File: src/rtl/if_prefetch_stage.sv
// Instruction fetch stage with a FIFO_DEPTH-entry first-word-fall-through
// prefetch buffer. IM is driven via req/ack (wait states tolerated); ID is
// fed via valid/ready. A branch/jump redirect flushes the buffer.
// Optional feature macro: IF_PC_WRAP_CHK_EN (sticky fault on fetch PC wrap).
module if_prefetch_stage #(
  parameter int unsigned DATA_WIDTH = 16,
  parameter int unsigned ADDR_WIDTH = 8,
  parameter int unsigned FIFO_DEPTH = 4
) (
  input  logic                  clk,
  input  logic                  rst,
  input  logic                  start,
  input  logic                  stop,
  input  logic                  PC_src_i,
  input  logic [ADDR_WIDTH-1:0] branchAddr_i,
  input  logic                  jump_i,
  input  logic [ADDR_WIDTH-1:0] jumpAddr_i,
  output logic                  im_req_o,
  output logic [ADDR_WIDTH-1:0] im_addr_o,
  input  logic                  im_ack_i,
  input  logic [DATA_WIDTH-1:0] im_data_i,
  output logic                  id_valid_o,
  output logic [DATA_WIDTH-1:0] id_instr_o,
  output logic [ADDR_WIDTH-1:0] id_pc_o,
  input  logic                  id_ready_i,
  output logic                  processor_status_r_o,
  output logic [ADDR_WIDTH-1:0] PC,
  output logic                  fault_o
);

  localparam int unsigned PTR_W = (FIFO_DEPTH > 1) ? $clog2(FIFO_DEPTH) : 1;
  localparam logic [PTR_W:0] DEPTH_CNT = (PTR_W+1)'(FIFO_DEPTH);

  typedef enum logic {ST_IDLE, ST_RUN} state_t;

  state_t                  state_q, state_d;
  logic [ADDR_WIDTH-1:0]   fpc;
  logic [PTR_W:0]          count;
  logic [PTR_W-1:0]        rd_ptr, wr_ptr;
  logic [DATA_WIDTH-1:0]   instr_mem [FIFO_DEPTH];
  logic [ADDR_WIDTH-1:0]   pc_mem    [FIFO_DEPTH];

  logic                    redirect;
  logic                    push;
  logic                    pop;
  logic                    wrap_hit;
  logic                    fault;
  logic [ADDR_WIDTH-1:0]   redirect_addr;

  assign redirect      = PC_src_i | jump_i;
  assign redirect_addr = PC_src_i ? branchAddr_i : jumpAddr_i;
  assign im_req_o      = (state_q == ST_RUN) & (count < DEPTH_CNT) & ~redirect & ~rst;
  assign im_addr_o     = fpc;
  assign push          = im_req_o & im_ack_i;
  assign id_valid_o    = (count != '0);
  assign pop           = id_valid_o & id_ready_i;
  assign wrap_hit      = push & (fpc == '1);

  assign processor_status_r_o = (state_q == ST_RUN);
  assign PC                   = fpc;
  assign id_instr_o           = id_valid_o ? instr_mem[rd_ptr] : '0;
  assign id_pc_o              = id_valid_o ? pc_mem[rd_ptr]    : '0;

`ifdef IF_PC_WRAP_CHK_EN
  logic fault_q;

  // Sticky wrap fault: set by an acked fetch at the top address, cleared only by reset
  always_ff @(posedge clk) begin
    if (rst)           fault_q <= 1'b0;
    else if (wrap_hit) fault_q <= 1'b1;
  end

  assign fault   = fault_q;
  assign fault_o = fault_q;
`else
  assign fault   = 1'b0;
  assign fault_o = 1'b0;
`endif

  // Running-flag state register
  always_ff @(posedge clk) begin
    if (rst) state_q <= ST_IDLE;
    else     state_q <= state_d;
  end

  // Running-flag next state: stop (and a wrap fault) beat start; start is locked out while faulted
  always_comb begin
    state_d = state_q;
    if (stop) begin
      state_d = ST_IDLE;
`ifdef IF_PC_WRAP_CHK_EN
    end else if (wrap_hit) begin
      state_d = ST_IDLE;
`endif
    end else if (start & ~fault) begin
      state_d = ST_RUN;
    end
  end

  // Fetch PC: redirect target, else advance on each completed IM transaction
  always_ff @(posedge clk) begin
    if (rst) begin
      fpc <= '0;
    end else if (redirect) begin
      fpc <= redirect_addr;
    end else if (push) begin
`ifdef IF_PC_WRAP_CHK_EN
      if (!wrap_hit) fpc <= fpc + 1'b1;
`else
      fpc <= fpc + 1'b1;
`endif
    end
  end

  // Buffer occupancy and pointers; redirect flushes everything
  always_ff @(posedge clk) begin
    if (rst || redirect) begin
      count  <= '0;
      rd_ptr <= '0;
      wr_ptr <= '0;
    end else begin
      if (push) wr_ptr <= wr_ptr + PTR_W'(1);
      if (pop)  rd_ptr <= rd_ptr + PTR_W'(1);
      if (push && !pop)      count <= count + 1'b1;
      else if (pop && !push) count <= count - 1'b1;
    end
  end

  // Buffer storage: fetched instruction with its sequential successor address
  always_ff @(posedge clk) begin
    if (push) begin
      instr_mem[wr_ptr] <= im_data_i;
      pc_mem[wr_ptr]    <= fpc + 1'b1;
    end
  end

endmodule

File: config.mk
export PLATFORM = sky130hd
export DESIGN_NAME = if_prefetch_stage
export DESIGN_NICKNAME = d
export VERILOG_FILES = /design/src/rtl/if_prefetch_stage.sv
export SDC_FILE = /design/constraint.sdc
export NUM_CORES = 1
export LEC_CHECK = 0
export CORE_UTILIZATION = 47
export CTS_CLUSTER_DIAMETER = 80
export DETAILED_ROUTE_END_ITERATION = 6
export PLACE_DENSITY = 0.75
export REMOVE_ABC_BUFFERS = 1
export SLEW_MARGIN = 20
export SYNTH_ARGS = -nofsm -noshare
export SYNTH_HDL_FRONTEND = slang
export SYNTH_SLANG_ARGS = --single-unit
export TNS_END_PERCENT = 10
File: constraint.sdc
create_clock -name clk -period 2.4 [get_ports clk]
set_clock_uncertainty 0.1 [all_clocks]
set_input_delay 0.48 -clock clk [delete_from_list [all_inputs] [get_ports clk]]
set_output_delay 0.48 -clock clk [all_outputs]
set_load 0.01 [all_outputs]
==> results of run 1 <==
==> metrics by stage <==
| stage | total power [uW] | setup TNS, ns | instances | worst slack (ns) | instance area [um2] |
|---|---|---|---|---|---|
| finish | 4710 | -1.11 | 531 | -0.0739 | 6470 |
| CTS | 4740 | -2.02 | 531 | -0.103 | 6390 |
| detailed placement | 2430 | -4.32 | 498 | -0.567 | 5830 |
| global placement | 2430 | -3.71 | 498 | -0.547 | 5830 |
| global route | 4850 | -2.79 | 531 | -0.140 | 6470 |
| floorplan | 2290 | -3.44 | 262 | -0.257 | 4610 |
==> synthesized netlist by cell type (2+ instances only) <==
master,count
edfxtp_1,96
and2_1,28
mux4_2,24
dfxtp_1,18
nor2_1,17
buf_4,10
inv_1,8
xnor2_1,7
xor2_1,7
ha_1,6
nand2_1,6
a211oi_1,5
clkbuf_1,5
o21ai_0,5
buf_2,4
mux2i_1,4
a21oi_1,3
nand3_1,3
o22ai_1,3
a22o_1,2
a22oi_1,2
buf_6,2
or3_1,2
or4_1,2
==> state kept, by name, indices dropped and copies added, names as in the netlist, named ones only <==
signal                cells
processor_status_r_o      1
wr_ptr                    2
PC                        8
instr_mem                64
rd_ptr                    2
pc_mem                   32
count                     3
==> routing by layer <==
| metal | share of wire (%) | vias to the layer above | routed length [um] |
|---|---|---|---|
| met1 | 43 | 1358 | 3940 |
| met2 | 51 | 94 | 4640 |
| li1 | - | 1273 | - |
| met4 | 1.3 | 0 | 121 |
| met5 | 0 | - | 0 |
| met3 | 5.2 | 12 | 474 |
==> critical path, delay by kind of cell, from the launching register on <==
family / cells / cell delay, ns
buf+inv: 2 / 0.26
simple gates: 1 / 0.18
mux: 1 / 0.52
flops: 1 / 0.42
==> path summary, 6_finish.rpt <==
| path | to | startpoint | slack [ns] |
|---|---|---|---|
| hold reg to reg | rd_ptr[0] | rd_ptr[0] | 0.43 |
| hold / removal | processor_status_r_o | stop | 0.42 |
| setup reg to reg | count[2] | count[2] | 0.09 |
| setup / recovery | id_instr_o[12] | register | -0.07 |
==> power groups by stage <==
stage / Sequential [uW] / Combinational (uW) / Clock [uW]
2_1_floorplan: 2230 / 58.8 / 0
3_3_place_gp: 2220 / 208 / 0
3_5_place_dp: 2220 / 213 / 0
4_1_cts: 2180 / 215 / 2350
5_1_grt: 2180 / 233 / 2430
6_report: 2180 / 215 / 2320
==> cell families after synthesis <==
group	count (synthesis)
AO/OA/AOI/OAI	23
XOR/XNOR	14
adder cells (fa/ha/maj)	7
buffers and inverters	29
flip-flops	114
multiplexers	28
other	1
AND/OR/NAND/NOR	67
==> layout make-up <==
class | count | area, um2
Inverter | 8 | 30.0
Fill cell | 677 | 3300
Multi-Input combinational cell | 140 | 1400
Clock inverter | 14 | 141
Timing Repair Buffer | 104 | 1070
Sequential cell | 114 | 3250
Clock buffer | 18 | 418
Tap cell | 133 | 166
==> timing repair <==
| item | 4_1_cts | 5_1_grt |
|---|---|---|
| resized for setup | 125 | 20 |
| endpoints found under the setup margin | 27 | 27 |
| cloned | 1 | 0 |
==> qor.csv, run 1 <==
metric;value;unit
status;complete, but fails checks;
violations;negative setup slack;
combPwrFrac;4.6;%
r2r_cells;8;
drv_slew;0;
intPower;3750;uW
cts_sinks;114;
fmax;404;MHz
ys_ff_latch;114;
synth_cell_types;38;
viasPerCell;5.15;
port_buffers;82;
clkPwrFrac;49.2;%
path_cells;buf_12, mux4_2, and2_4, buf_6;
fin_crit_sh;103;%
final_common_cell;edfxtp_1;
drtIter0Drc;156;
hold-path-cell-count;2;
coreArea;0.00977;mm2
critical-path-max-stage-delay;0.52;ns
fin_nets;432;
die_w;102;um
crit_slowest_cell;mux4_2;
dr.pass1.iters;4;
synth_simple_gate_area_share;8.01;%
synth_edf_count;96;
cts-root-buf;clkbuf_8;
clockBufferDepth;2;
synth_ff_type;edfxtp_1;
holdBufCountCts;0;
via_count;2737;
worstPathArrival;1.89;ns
power.switching;960;uW
finalCriticalPeriod;2.47;ns
syn_area;0.00475;mm2
grt_pass1_wl;14400;um
hpwl;5920;um
postSynthAreaPerCell;16.8;um2
cts_buffers;17;
clock_latency;0.51;ns
finalHoldViolations;0;
met3_usage;5.47;%
p_sw_share;20.4;%
globalplace.congestion;0.815;
yosysWarnings;0;
grt_setup_unrepaired;true;
grt_util_met2;31.7;%
muxShareOfSynthArea;12.2;%
grt_use_met1;23.9;%
fp.dieH;102;um
track_usage;19.3;%
num_antenna_cells;0;
postRouteAntennaNets;0;
antenna_found_initial;0;
hold_path.class;in2reg;
path_clk_slew;0.06;ns
power_frac_seq;46.3;%
synth_top_family_by_area;multiplexers;
wl_per_cell;17.3;um
fin_ws;-0.0739;ns
synthAdderAreaFrac;2.00;%
whs;0.424;ns
drive_above_1_share;31.4;%
peakVddDrop;412;uV
grt_max_degree;27;
synth_seq_area_share;68.3;%
synth_top_area_cell;edfxtp_1;
rows;36;
final-setup-viol-count;25;
cts_max_level;4;
area.growth.synth_to_final;36.4;%
criticalPathCategory;reg2out;
path_max_fanout;7;
cts_tree;yes;
async_flop_share;0;%
syn_inst;283;
io_pins;84;
grt.overflow.total;0;
synthXorXnorAreaFrac;2.58;%
endpoint_kind;primary output;
final_cell_mix;96 x edfxtp_1, 56 x clkdlybuf4s50_1, 24 x mux4_2;
critPathRequiredTime;1.82;ns
synth_top_area_share;60.7;%
maxCapViolations;0;
start_util;48.6;%
wirelength;9180;um
critPathLaunchType;register;
cellLeakagePower;0.00228;uW
final_util;66.2;%
post-cts-setup-buffers;0;
powerDensity;728;mW/mm2
drc;0;
grt_pass1_vias;2845;
top_usage_layer;met2;
die_area;0.0105;mm2
yosys-top-cells-area;edfxtp_1 61%, mux4_2 11%, dfxtp_1 7.6%;
synth_compound_area_share;3.24;%
(Power assumes the default switching activity.)
==> run 2, diff against run 1 <==
--- a/config.mk
+++ b/config.mk
@@ -8,6 +8,7 @@
 export CORE_UTILIZATION = 47
 export CTS_CLUSTER_DIAMETER = 80
 export DETAILED_ROUTE_END_ITERATION = 6
+export HOLD_SLACK_MARGIN = 0.06
 export PLACE_DENSITY = 0.75
 export REMOVE_ABC_BUFFERS = 1
 export SLEW_MARGIN = 20
==> results of run 2 <==
Final layout, timing and power as in run 1 (identical DEF).
==> run 3, diff against run 2 <==
--- a/config.mk
+++ b/config.mk
@@ -7,6 +7,7 @@
 export LEC_CHECK = 0
 export CORE_UTILIZATION = 47
 export CTS_CLUSTER_DIAMETER = 80
+export CTS_CLUSTER_SIZE = 12
 export DETAILED_ROUTE_END_ITERATION = 6
 export HOLD_SLACK_MARGIN = 0.06
 export PLACE_DENSITY = 0.75
==> results of run 3 <==
Final layout, timing and power as in run 1 (identical DEF).
